[config.mk]
export PLATFORM = sky130hd
export DESIGN_NAME = imm_ext_pipe_flat
export DESIGN_NICKNAME = d
export VERILOG_FILES = /design/src/rtl/imm_ext_pkg.sv /design/src/rtl/imm_ext_pipe_if.sv /design/src/rtl/imm_ext_skid_fifo.sv /design/src/rtl/imm_ext_pipe.sv /design/src/flat_wrapper.sv
export SDC_FILE = /design/constraint.sdc
export NUM_CORES = 1
export LEC_CHECK = 0
export CORE_MARGIN = 5
export CORE_UTILIZATION = 40
export CTS_BUF_LIST = sky130_fd_sc_hd__clkbuf_8
export CTS_CLUSTER_SIZE = 16
export DETAILED_ROUTE_END_ITERATION = 6
export HOLD_SLACK_MARGIN = 0.1
export PLACE_DENSITY = 0.69
export SLEW_MARGIN = 20
export SYNTH_ARGS = -nofsm -noshare
export SYNTH_HDL_FRONTEND = slang
export SYNTH_SLANG_ARGS = --single-unit
[constraint.sdc]
create_clock -name clk -period 2.1 [get_ports clk]
set_clock_uncertainty 0.1 [all_clocks]
set_input_delay 0.21 -clock clk [delete_from_list [all_inputs] [get_ports clk]]
set_output_delay 0.21 -clock clk [all_outputs]
set_load 0.05 [all_outputs]
[src/rtl/imm_ext_pkg.sv]
// rtl/imm_ext_pkg.sv - shared mode encodings and FIFO depth for the immediate extender
package imm_ext_pkg;

    typedef enum logic [1:0] {
        MODE_ZERO  = 2'd0,
        MODE_SIGN  = 2'd1,
        MODE_UPPER = 2'd2,
        MODE_BYTE  = 2'd3
    } imm_mode_e;

    localparam int FIFO_DEPTH = 2;

endpackage

[src/rtl/imm_ext_pipe_if.sv]
// rtl/imm_ext_pipe_if.sv - producer/consumer handshake bundle for imm_ext_pipe
interface imm_ext_pipe_if #(
    parameter int IN_W  = 16,
    parameter int OUT_W = 32
);
    logic             in_valid;
    logic             in_ready;
    logic [IN_W-1:0]  in_data;
    logic [1:0]       in_mode;
    logic             out_valid;
    logic             out_ready;
    logic [OUT_W-1:0] out_data;
    logic             out_err;

    modport master (
        output in_valid, in_data, in_mode, out_ready,
        input  in_ready, out_valid, out_data, out_err
    );

    modport slave (
        input  in_valid, in_data, in_mode, out_ready,
        output in_ready, out_valid, out_data, out_err
    );
endinterface

[src/rtl/imm_ext_skid_fifo.sv]
// rtl/imm_ext_skid_fifo.sv - 2-entry skid FIFO with registered in_ready and flush
module imm_ext_skid_fifo
    import imm_ext_pkg::*;
#(
    parameter int W = 33
) (
    input  logic         clk,
    input  logic         rst_n,
    input  logic         flush,
    input  logic         in_valid,
    output logic         in_ready,
    input  logic [W-1:0] in_data,
    output logic         out_valid,
    input  logic         out_ready,
    output logic [W-1:0] out_data
);
    localparam logic [1:0] DEPTH_C = 2'(FIFO_DEPTH);

    logic [W-1:0] mem [FIFO_DEPTH];
    logic         wr_ptr;
    logic         rd_ptr;
    logic [1:0]   count;
    logic [1:0]   count_next;
    logic         push;
    logic         pop;

    assign push      = in_valid & in_ready & ~flush;
    assign out_valid = (count != 2'd0);
    assign pop       = out_valid & out_ready;
    assign out_data  = mem[rd_ptr];

    always_comb begin
        count_next = count;
        if (push && !pop) begin
            count_next = count + 2'd1;
        end else if (pop && !push) begin
            count_next = count - 2'd1;
        end
    end

    // in_ready is registered from the post-update occupancy so it never depends on out_ready
    always_ff @(posedge clk or negedge rst_n) begin
        if (!rst_n) begin
            count    <= 2'd0;
            wr_ptr   <= 1'b0;
            rd_ptr   <= 1'b0;
            in_ready <= 1'b0;
            for (int i = 0; i < FIFO_DEPTH; i++) begin
                mem[i] <= '0;
            end
        end else if (flush) begin
            count    <= 2'd0;
            wr_ptr   <= 1'b0;
            rd_ptr   <= 1'b0;
            in_ready <= 1'b1;
        end else begin
            if (push) begin
                mem[wr_ptr] <= in_data;
                wr_ptr      <= ~wr_ptr;
            end
            if (pop) begin
                rd_ptr <= ~rd_ptr;
            end
            count    <= count_next;
            in_ready <= (count_next < DEPTH_C);
        end
    end

endmodule

[src/rtl/imm_ext_pipe.sv]
// rtl/imm_ext_pipe.sv - immediate extender feeding a 2-entry skid FIFO; IMM_EXT_UPPER_EN enables mode 2
module imm_ext_pipe
    import imm_ext_pkg::*;
#(
    parameter int IN_W  = 16,
    parameter int OUT_W = 32
) (
    input  logic           clk,
    input  logic           rst_n,
    input  logic           flush,
    imm_ext_pipe_if.slave  bus
);
    logic [OUT_W-1:0] ext_data;
    logic             ext_err;
    logic [OUT_W:0]   fifo_dout;

    // Extension happens at push time so stored entries ignore later mode changes
    always_comb begin
        ext_data = '0;
        ext_err  = 1'b0;
        case (imm_mode_e'(bus.in_mode))
            MODE_ZERO:  ext_data = OUT_W'(bus.in_data);
            MODE_SIGN:  ext_data = OUT_W'($signed(bus.in_data));
`ifdef IMM_EXT_UPPER_EN
            MODE_UPPER: ext_data = OUT_W'(bus.in_data) << (OUT_W - IN_W);
`else
            MODE_UPPER: ext_err = 1'b1;
`endif
            MODE_BYTE:  ext_data = OUT_W'($signed(bus.in_data[7:0]));
            default:    ext_err = 1'b1;
        endcase
    end

    imm_ext_skid_fifo #(
        .W(OUT_W + 1)
    ) u_fifo (
        .clk       (clk),
        .rst_n     (rst_n),
        .flush     (flush),
        .in_valid  (bus.in_valid),
        .in_ready  (bus.in_ready),
        .in_data   ({ext_err, ext_data}),
        .out_valid (bus.out_valid),
        .out_ready (bus.out_ready),
        .out_data  (fifo_dout)
    );

    assign bus.out_data = fifo_dout[OUT_W-1:0];
    assign bus.out_err  = fifo_dout[OUT_W];

endmodule

[src/flat_wrapper.sv]
// flat-port wrapper written by rule: the top's interface ports become plain ports
module imm_ext_pipe_flat import imm_ext_pkg::*;
#(
    parameter int IN_W  = 16,
    parameter int OUT_W = 32
)
  (clk, rst_n, flush, bus_in_valid, bus_in_data, bus_in_mode, bus_out_ready, bus_in_ready, bus_out_valid, bus_out_data, bus_out_err);
  imm_ext_pipe_if #(.IN_W(IN_W), .OUT_W(OUT_W)) bus_i ();
  input  logic clk;
  input  logic rst_n;
  input  logic flush;
  input wire logic [$bits(bus_i.in_valid)-1:0] bus_in_valid;
  input wire logic [$bits(bus_i.in_data)-1:0] bus_in_data;
  input wire logic [$bits(bus_i.in_mode)-1:0] bus_in_mode;
  input wire logic [$bits(bus_i.out_ready)-1:0] bus_out_ready;
  output wire logic [$bits(bus_i.in_ready)-1:0] bus_in_ready;
  output wire logic [$bits(bus_i.out_valid)-1:0] bus_out_valid;
  output wire logic [$bits(bus_i.out_data)-1:0] bus_out_data;
  output wire logic [$bits(bus_i.out_err)-1:0] bus_out_err;
  assign bus_i.in_valid = bus_in_valid;
  assign bus_i.in_data = bus_in_data;
  assign bus_i.in_mode = bus_in_mode;
  assign bus_i.out_ready = bus_out_ready;
  assign bus_in_ready = bus_i.in_ready;
  assign bus_out_valid = bus_i.out_valid;
  assign bus_out_data = bus_i.out_data;
  assign bus_out_err = bus_i.out_err;
  imm_ext_pipe #(.IN_W(IN_W), .OUT_W(OUT_W)) u_core (.clk(clk), .rst_n(rst_n), .flush(flush), .bus(bus_i));
endmodule
==> impl_metrics.env, run 1 <==
export IMPL_grt_ovfl_total=0
export IMPL_cp_top_family="buffers and inverters"
export IMPL_final_cell_area_sq_um=2790
export IMPL_num_rows=26
export IMPL_ys_seq_area_frac=0.489
export IMPL_grt_pass1_wl_um=7010
export IMPL_area_growth_pct=32.9
export IMPL_cts_root_buf="clkbuf_8"
export IMPL_chipHeight_um=82.4
export IMPL_crit_slowest_cell="clkdlybuf4s50_1"
export IMPL_utilization=0.546
export IMPL_cp_start_kind="flip-flop"
export IMPL_synth_area_leaders="dfrtp_1 49%, mux2_2 9.7%, nand2_1 7.5%"
export IMPL_outcome="complete, no violations"
export IMPL_tightest_slew_ns=0.891
export IMPL_antenna_found_initial=0
export IMPL_synthDistinctLibCells=30
export IMPL_layout_drive_gt1_share=0.364
export IMPL_cts_tree="yes"
export IMPL_post_drt_via_cell_ratio=4.63
export IMPL_avgSynthCellArea_sq_um=10.5
export IMPL_max_freq_mhz=525
export IMPL_syn_inst=199
export IMPL_ys_ff_latch=41
export IMPL_crit_path_max_incr_delay_ns=0.84
export IMPL_hold_viol=0
export IMPL_synth_area_leader_cell="dfrtp_1"
export IMPL_fin_setup_tns_ns=0
export IMPL_antenna_cells=0
export IMPL_worst_r2r_setup_slack_ns=0.64
export IMPL_crit_type="flip-flop to primary output"
export IMPL_fillCellCount=475
export IMPL_syn_nets=223
export IMPL_synthArstFlopShare=1.00
export IMPL_irDropWorstVdd_mv=0.818
export IMPL_h_tree_depth=2
export IMPL_whs_ns=0.375
export IMPL_worstPathArrival_ns=1.59
export IMPL_hold_path_class="flip-flop to flip-flop"
export IMPL_startpoint="u_core.u_fifo.in_ready$_DFF_PN0_"
export IMPL_crit_buf_inv=1
export IMPL_totalWireLength_um=4130
export IMPL_pwr_density_cell_nw_per_um2=1860
export IMPL_cap_violations=0
export IMPL_fin_cells=312
export IMPL_rsz0062_at_grt="false"
export IMPL_required_ns=1.79
export IMPL_synth_edf_count=0
export IMPL_grtUsageTotal=0.137
export IMPL_ant_nets=0
export IMPL_rr_startpoint="u_core.u_fifo.count[1]$_DFF_PN0_"
export IMPL_ys_flop_type="dfrtp_1"
export IMPL_finalCritPeriodShare=0.907
export IMPL_hpwl_um=2980
export IMPL_slew_violations=0
export IMPL_cts_setup_buffers=0
export IMPL_die_width_um=82.4
export IMPL_core_sq_um=5110
export IMPL_max_slew_margin=0.406
export IMPL_holdCritStartpoint="u_core.u_fifo.mem[41]$_DFFE_PN0P_"
export IMPL_clockBufferDepth=2
export IMPL_numPortBuffers=57
export IMPL_cp_end_kind="primary output"
export IMPL_critPathMaxFanout=5
export IMPL_placed_cells=303
export IMPL_grt_pass1_vias=1490
export IMPL_cts_sinks=41
export IMPL_cp_cell_sequence="clkdlybuf4s50_1"
export IMPL_start_util=0.411
export IMPL_syn_cell_area_sq_um=2100
export IMPL_firstDrtPassIters=4
export IMPL_final_setup_viol_count=0
export IMPL_clock_insertion_delay_worst_skew_ns=0.29
export IMPL_drt_iter0_drc=83
export IMPL_vias=1445
export IMPL_min_period_ns=1.90
export IMPL_place_area_sq_um=2690
export IMPL_wl_per_cell_um=13.3
export IMPL_grt_max_degree=42
export IMPL_design_die_area_sq_um=6790
export IMPL_place_congestion=0.755
export IMPL_io_pins=58
export IMPL_final_nets=265
export IMPL_path_clk_slew_ns=0.07
export IMPL_numCtsBuffers=5
export IMPL_yosysWarnings=0
export IMPL_p_leak_nw=1.27
export IMPL_synth_top_cell_area_share=0.489
export IMPL_drc_errors=0
-- where the power goes --
group	internal [W]	switching [W]
Sequential	0.00114	0.000195
Clock	0.000229	0.000269
Combinational	0.00131	0.00203
Total	0.00269	0.00249
-- area by class of cell --
cell class	instances	area [sq um]	share of cell area
tap	70	87.6	0.0314
clock inverter	3	17.5	0.00629
sequential	41	1030	0.368
inverter	4	15.0	0.00539
clock buffer	5	68.8	0.0247
timing repair buffer	61	713	0.256
multi-input combinational	128	858	0.308
-- kinds of logic (layout without fill, tap and decap cells) --
group                    after synthesis  after routing  share of synthesized area
buffers and inverters                 30             73                      0.106
multiplexers                          19             19                      0.101
flip-flops                            41             41                      0.489
XOR/XNOR                               3              3                     0.0191
AO/OA/AOI/OAI                         48             48                      0.151
adder cells (fa/ha/maj)                1              1                    0.00597
AND/OR/NAND/NOR                       57             57                      0.128
-- synth_stat cells, types with 2 or more instances --
library cell,count
nor2_1,4
buf_2,3
o21ai_2,18
clkbuf_2,2
nand2_1,42
nand2_2,3
mux2_2,18
inv_1,4
a21oi_1,8
buf_6,3
buf_4,17
o21ai_0,19
dfrtp_1,41
-- state kept, by name, indices dropped and copies added, names as in the netlist --
signal	flops
u_core.u_fifo.in_ready	1
u_core.u_fifo.rd_ptr	1
u_core.u_fifo.count	2
u_core.u_fifo.mem	36
u_core.u_fifo.wr_ptr	1
-- per-stage QoR --
step	setup slack (ns)	power, W
floorplan	0.300	0.00373
global placement	0.371	0.00469
detailed placement	0.285	0.00474
CTS	0.0419	0.00526
global route	0.133	0.00551
finish	0.195	0.00518
-- per-layer routing --
metal | track usage | part of all wire
met4 | 0.0449 | 0.0080
met1 | 0.177 | 0.43
met5 | 0 | 0
met2 | 0.224 | 0.49
met3 | 0.0325 | 0.073
-- final timing paths --
kind / depth (start not counted) / endpoint
worst max-delay path: 1 / bus_in_ready
worst max register to register: 5 / u_core.u_fifo.count[1]$_DFF_PN0_
min in group asynchronous: 2 / u_core.u_fifo.mem[9]$_DFFE_PN0P_
worst min-delay path: 2 / u_core.u_fifo.mem[41]$_DFFE_PN0P_
worst min register to register: 2 / u_core.u_fifo.mem[41]$_DFFE_PN0P_
max in group asynchronous: 2 / u_core.u_fifo.mem[34]$_DFFE_PN0P_
-- layout by cell type (no fill, tap or decap), types with 2 or more instances in the layout --
cell,count
a21oi_1,8
buf_12,16
buf_4,21
clkbuf_8,5
clkdlybuf4s50_1,22
clkinv_2,2
dfrtp_1,41
inv_1,4
mux2_2,17
nand2_1,42
nand2_2,3
nor2_1,4
o21ai_0,19
o21ai_2,18
-- what timing repair did --
action                                 in CTS  in global routing
resized for setup                           0                  1
endpoints found under the hold margin      41                  0
setup endpoints to repair                   0                 16
hold buffers                                1                  0
(Power assumes the default switching activity.)
==> inputs of run 2 (changes only) <==
Settings changed: CTS_BUF_LIST sky130_fd_sc_hd__clkbuf_8 to default, SETUP_SLACK_MARGIN from default to 0.4.
==> run 2 against run 1 <==
Sequential cell count unchanged. Register-to-register slack about the same. First-iteration DRC count down 30%. Cell count up 1.3%. Final area up 3.1%. Clock power up 9.8%. Setup slack better by 0.16 ns. Via count up 2.6%. Global-route usage down 0.15 points. Critical path type unchanged. Maximum frequency up 9.2%. Sequential power about the same.
==> impl_metrics.env, run 2 (synthesis gave the netlist of run 1 again) <==
export IMPL_clockBufferDepth=2
export IMPL_clock_insertion_delay_worst_skew_ns=0.28
export IMPL_grt_max_degree=37
export IMPL_min_period_ns=1.74
export IMPL_design_die_area_sq_um=6790
export IMPL_final_setup_viol_count=0
export IMPL_area_growth_pct=37.1
export IMPL_place_congestion=0.777
export IMPL_final_nets=269
export IMPL_fin_setup_tns_ns=0
export IMPL_largest_reg_flops=36
export IMPL_path_clk_slew_ns=0.07
export IMPL_h_tree_depth=2
export IMPL_dpl_worst_slack_ns=0.322
export IMPL_start_util=0.411
export IMPL_post_drt_via_cell_ratio=4.69
export IMPL_drt_iter0_drc=58
export IMPL_firstDrtPassIters=4
export IMPL_required_ns=1.79
export IMPL_finalCritPeriodShare=0.831
export IMPL_slew_violations=0
export IMPL_cp_start_kind="flip-flop"
export IMPL_grtUsageTotal=0.135
export IMPL_numPortBuffers=57
export IMPL_drc_errors=0
export IMPL_cts_tree="yes"
export IMPL_cap_violations=0
export IMPL_numCtsBuffers=5
export IMPL_cts_root_buf="clkbuf_8"
export IMPL_ant_nets=0
export IMPL_critPathMaxFanout=13
export IMPL_max_freq_mhz=573
export IMPL_grt_ovfl_total=0
export IMPL_whs_ns=0.330
export IMPL_antenna_cells=0
export IMPL_worst_slack_ns=0.355
export IMPL_antenna_found_initial=0
export IMPL_largest_register="u_core.u_fifo.mem"
export IMPL_chipHeight_um=82.4
export IMPL_worstPathArrival_ns=1.43
export IMPL_utilization=0.563
export IMPL_layout_drive_gt1_share=0.378
export IMPL_grt_pass1_vias=1536
export IMPL_outcome="complete, no violations"
export IMPL_totalWireLength_um=4160
export IMPL_hpwl_um=3120
export IMPL_rsz0062_at_grt="true"
export IMPL_grt_pass1_wl_um=7010
export IMPL_die_width_um=82.4
export IMPL_tightest_slew_ns=0.516
export IMPL_hold_viol=0
export IMPL_pwr_density_cell_nw_per_um2=1860
export IMPL_p_leak_nw=1.31
export IMPL_final_cell_mix="42 x nand2_1, 40 x dfrtp_1, 21 x clkdlybuf4s50_1, 19 x o21ai_0, 19 x buf_4"
export IMPL_wl_per_cell_um=13.2
export IMPL_cp_end_kind="primary output"
export IMPL_r2r_cells=5
export IMPL_max_slew_margin=0.656
export IMPL_irDropWorstVdd_mv=0.901
export IMPL_reg_top3="u_core.u_fifo.mem: 36 flops, u_core.u_fifo.count: 2 flops"
export IMPL_num_rows=26
export IMPL_io_pins=58
export IMPL_vias=1482
export IMPL_layout_commonest_cell="nand2_1"
export IMPL_core_sq_um=5110
export IMPL_cts_sinks=41
export IMPL_crit_type="flip-flop to primary output"
export IMPL_hold_path_class="input pin to async pin"
run 2: worst max-delay path, cell delays in order (launching register included):
cell	delay (ns)
dfrtp_2	0.44
buf_12	0.17
mux2_2	0.35
buf_4	0.19
run 2: where the power goes:
group	switching, W	internal (W)
registers	0.000209	0.00115
logic	0.00204	0.00140
clock network	0.000251	0.000297
run 2: worst paths after layout:
| kind | start | endpoint | slack [ns] |
|---|---|---|---|
| min in group clk | u_core.u_fifo.mem[41]$_DFFE_PN0P_ | u_core.u_fifo.mem[41]$_DFFE_PN0P_ | 0.37 |
| worst min-delay path | rst_n | u_core.u_fifo.mem[8]$_DFFE_PN0P_ | 0.33 |
| worst min register to register | u_core.u_fifo.mem[41]$_DFFE_PN0P_ | u_core.u_fifo.mem[41]$_DFFE_PN0P_ | 0.37 |
| max in group asynchronous | rst_n | u_core.u_fifo.mem[44]$_DFFE_PN0P_ | 1.02 |
| worst max-delay path | u_core.u_fifo.rd_ptr$_DFFE_PN0P_ | bus_out_data[15] | 0.36 |
| worst max register to register | u_core.u_fifo.count[1]$_DFF_PN0_ | u_core.u_fifo.in_ready$_DFF_PN0_ | 0.63 |
run 2: cell type report:
cell class                      count  area [sq um]
Fill cell                         447          2230
Inverter                            4          15.0
Clock inverter                      1          5.00
Timing Repair Buffer               65           773
Tap cell                           70          87.6
Sequential cell                    41          1030
Clock buffer                        7          96.3
Multi-Input combinational cell    128           870
run 2: repair_timing:
action                                  in CTS  in global routing
hold endpoints to repair                    20                  0
buffers inserted                             2                  0
endpoints found under the setup margin      34                 33
gates resized for setup                      8                  0
hold buffers                                 1                  0
run 2: routing by layer:
layer,vias to the layer above,wire (um),GRT usage
met3,5,295,0.0401
met5,-,0,0
met1,687,1910,0.171
li1,750,-,-
met2,40,1920,0.228
met4,0,37,0.0299
run 2: stage by stage:
step	power [W]	cells	area, sq um
detailed placement	0.00476	305	2720
CTS	0.00541	316	2870
floorplan	0.00374	199	2100
global placement	0.00473	305	2720
global route	0.00564	316	2870
finish	0.00534	316	2870
==> inputs of run 3 (changes only) <==
Settings changed: PLACE_DENSITY 0.69 to 0.71.
Clock period 2.1 ns to 1.6 ns, I/O delays scaled along.
==> run 3 against run 2 <==
First-iteration DRC count is 67% higher. The run now ends with setup timing left. Sequential cell count stayed put. Worst hold slack worse by 0.087 ns. Critical path depth stayed put. Die area stayed put. Routed wire length is 72% higher. Register-to-register slack worse by 0.43 ns. Critical endpoint is now bus_out_data[26]. Clock power is 66% higher.
==> impl_metrics.env, run 3 (synthesis gave the netlist of run 1 again) <==
export IMPL_drt_iter0_drc=97
export IMPL_final_cell_area_sq_um=3880
export IMPL_placed_cells=308
export IMPL_grt_ovfl_total=0
export IMPL_clockBufferDepth=2
export IMPL_cts_root_buf="clkbuf_8"
export IMPL_cp_start_kind="flip-flop"
export IMPL_grt_pass1_wl_um=9850
export IMPL_rr_startpoint="u_core.u_fifo.in_ready$_DFF_PN0_"
export IMPL_multi_input_area_sq_um=1320
export IMPL_irDropWorstVdd_mv=1.29
export IMPL_num_rows=26
export IMPL_cts_sinks=41
export IMPL_startpoint="u_core.u_fifo.rd_ptr$_DFFE_PN0P_"
export IMPL_hpwl_um=3030
export IMPL_vias=1849
export IMPL_violations="setup timing"
export IMPL_largest_register="u_core.u_fifo.mem"
export IMPL_cts_tree="yes"
export IMPL_tightest_slew_ns=0.508
export IMPL_slew_violations=0
export IMPL_outcome="finished with violations"
export IMPL_largest_reg_flops=36
export IMPL_ant_nets=0
export IMPL_cp_end_kind="primary output"
export IMPL_layout_drive_gt1_share=0.668
export IMPL_final_setup_viol_count=33
export IMPL_whs_ns=0.243
export IMPL_drc_errors=0
export IMPL_required_ns=1.34
export IMPL_r2r_cells=6
export IMPL_max_slew_margin=0.661
export IMPL_antenna_cells=0
export IMPL_numPortBuffers=57
export IMPL_totalWireLength_um=7160
export IMPL_reg_top3="u_core.u_fifo.mem: 36 flops, u_core.u_fifo.count: 2 flops"
export IMPL_worst_r2r_setup_slack_ns=0.20
export IMPL_worstPathArrival_ns=1.45
export IMPL_path_clk_slew_ns=0.09
export IMPL_die_width_um=82.4
export IMPL_hold_path_class="input pin to async pin"
export IMPL_r2r_end="u_core.u_fifo.mem[33]$_DFFE_PN0P_"
export IMPL_p_leak_nw=1.76
export IMPL_max_freq_mhz=584
export IMPL_h_tree_depth=2
export IMPL_io_pins=58
export IMPL_power_w=0.00898
export IMPL_numCtsBuffers=5
export IMPL_firstDrtPassIters=4
export IMPL_chipHeight_um=82.4
export IMPL_grt_pass1_vias=1892
export IMPL_min_period_ns=1.71
export IMPL_worst_slack_ns=-0.113
export IMPL_grtUsageTotal=0.199
export IMPL_antenna_found_initial=0
export IMPL_place_congestion=0.701
export IMPL_rsz0062_at_grt="true"
export IMPL_clock_insertion_delay_worst_skew_ns=0.31
export IMPL_place_area_sq_um=2660
export IMPL_final_nets=303
export IMPL_post_drt_via_cell_ratio=5.28
export IMPL_wl_per_cell_um=20.4
export IMPL_seq_area_sq_um=1030
export IMPL_finalCritPeriodShare=1.07
export IMPL_area_growth_pct=85.1
export IMPL_final_cell_mix="39 x buf_6, 39 x dfrtp_1, 32 x nand2_4, 28 x o21ai_2, 20 x clkdlybuf4s50_1"
export IMPL_start_util=0.411
export IMPL_design_die_area_sq_um=6790
export IMPL_cap_violations=0
export IMPL_grt_max_degree=24
export IMPL_pwr_density_cell_nw_per_um2=2310
export IMPL_hold_viol=0
export IMPL_critPathMaxFanout=8
export IMPL_fillCellCount=308
export IMPL_crit_type="flip-flop to primary output"
export IMPL_fin_cells=350
export IMPL_core_sq_um=5110
==> run 3: cell count changes in the layout (fill, tap and decap cells not counted), moves of 11 or more <==
cell | previous run | this run
buf_4 | 19 | 8
buf_6 | 5 | 39
mux2_2 | 17 | 6
mux2_4 | 0 | 12
nand2_1 | 42 | 8
nand2_4 | 0 | 32
o21ai_0 | 19 | 1
==> run 3: how the worst max path moves through the flow <==
stage                                   endpoint  slack (ns)  cells past startpoint
2_1_floorplan                   bus_out_data[17]        0.07                      4
3_3_place_gp   u_core.u_fifo.mem[41]$_DFFE_PN0P_        0.07                      4
3_5_place_dp   u_core.u_fifo.mem[36]$_DFFE_PN0P_        0.03                      5
4_1_cts                         bus_out_data[30]       -0.11                      3
5_1_grt                         bus_out_data[26]       -0.16                      3
6_report                        bus_out_data[26]       -0.11                      3
==> run 3: cell type report <==
class | count | share of cell area
multi-input combinational | 129 | 0.341
clock inverter | 2 | 0.00967
sequential | 41 | 0.265
clock buffer | 6 | 0.0213
inverter | 4 | 0.00451
timing repair buffer | 98 | 0.336
tap | 70 | 0.0226
==> run 3: through the flow <==
step / utilization / setup TNS, ns / worst slack, ns
floorplan: - / 0 / 0.0730
global placement: 0.521 / 0 / 0.0673
detailed placement: 0.521 / 0 / 0.0261
CTS: 0.684 / -2.67 / -0.107
global route: 0.760 / -4.13 / -0.158
finish: 0.760 / -2.99 / -0.113
==> run 3: report_power, final <==
| group | total, W | internal (W) | switching (W) |
|---|---|---|---|
| registers | 0.00206 | 0.00151 | 0.000551 |
| clock network | 0.000910 | 0.000508 | 0.000402 |
| logic | 0.00601 | 0.00279 | 0.00323 |
| total | 0.00898 | 0.00480 | 0.00418 |
==> run 3: worst max-delay path, stage by stage (launching register included) <==
cell	delay (ns)
dfrtp_2	0.46
buf_6	0.14
mux2_8	0.37
buf_6	0.17
==> run 3: layer usage <==
metal / GRT usage / vias up / part of all wire
li1: - / 816 / -
met2: 0.349 / 72 / 0.53
met3: 0.0445 / 13 / 0.055
met1: 0.234 / 948 / 0.39
met5: 0 / - / 0
met4: 0.0814 / 0 / 0.023
==> run 3: what timing repair did <==
action                                  in CTS  in global routing
hold buffers                                 1                  0
pin swaps                                   12                 12
resized for setup                           97                 70
buffers inserted                            16                  6
hold endpoints to repair                    30                  0
gates cloned                                 9                  2
endpoints found under the setup margin      58                 76
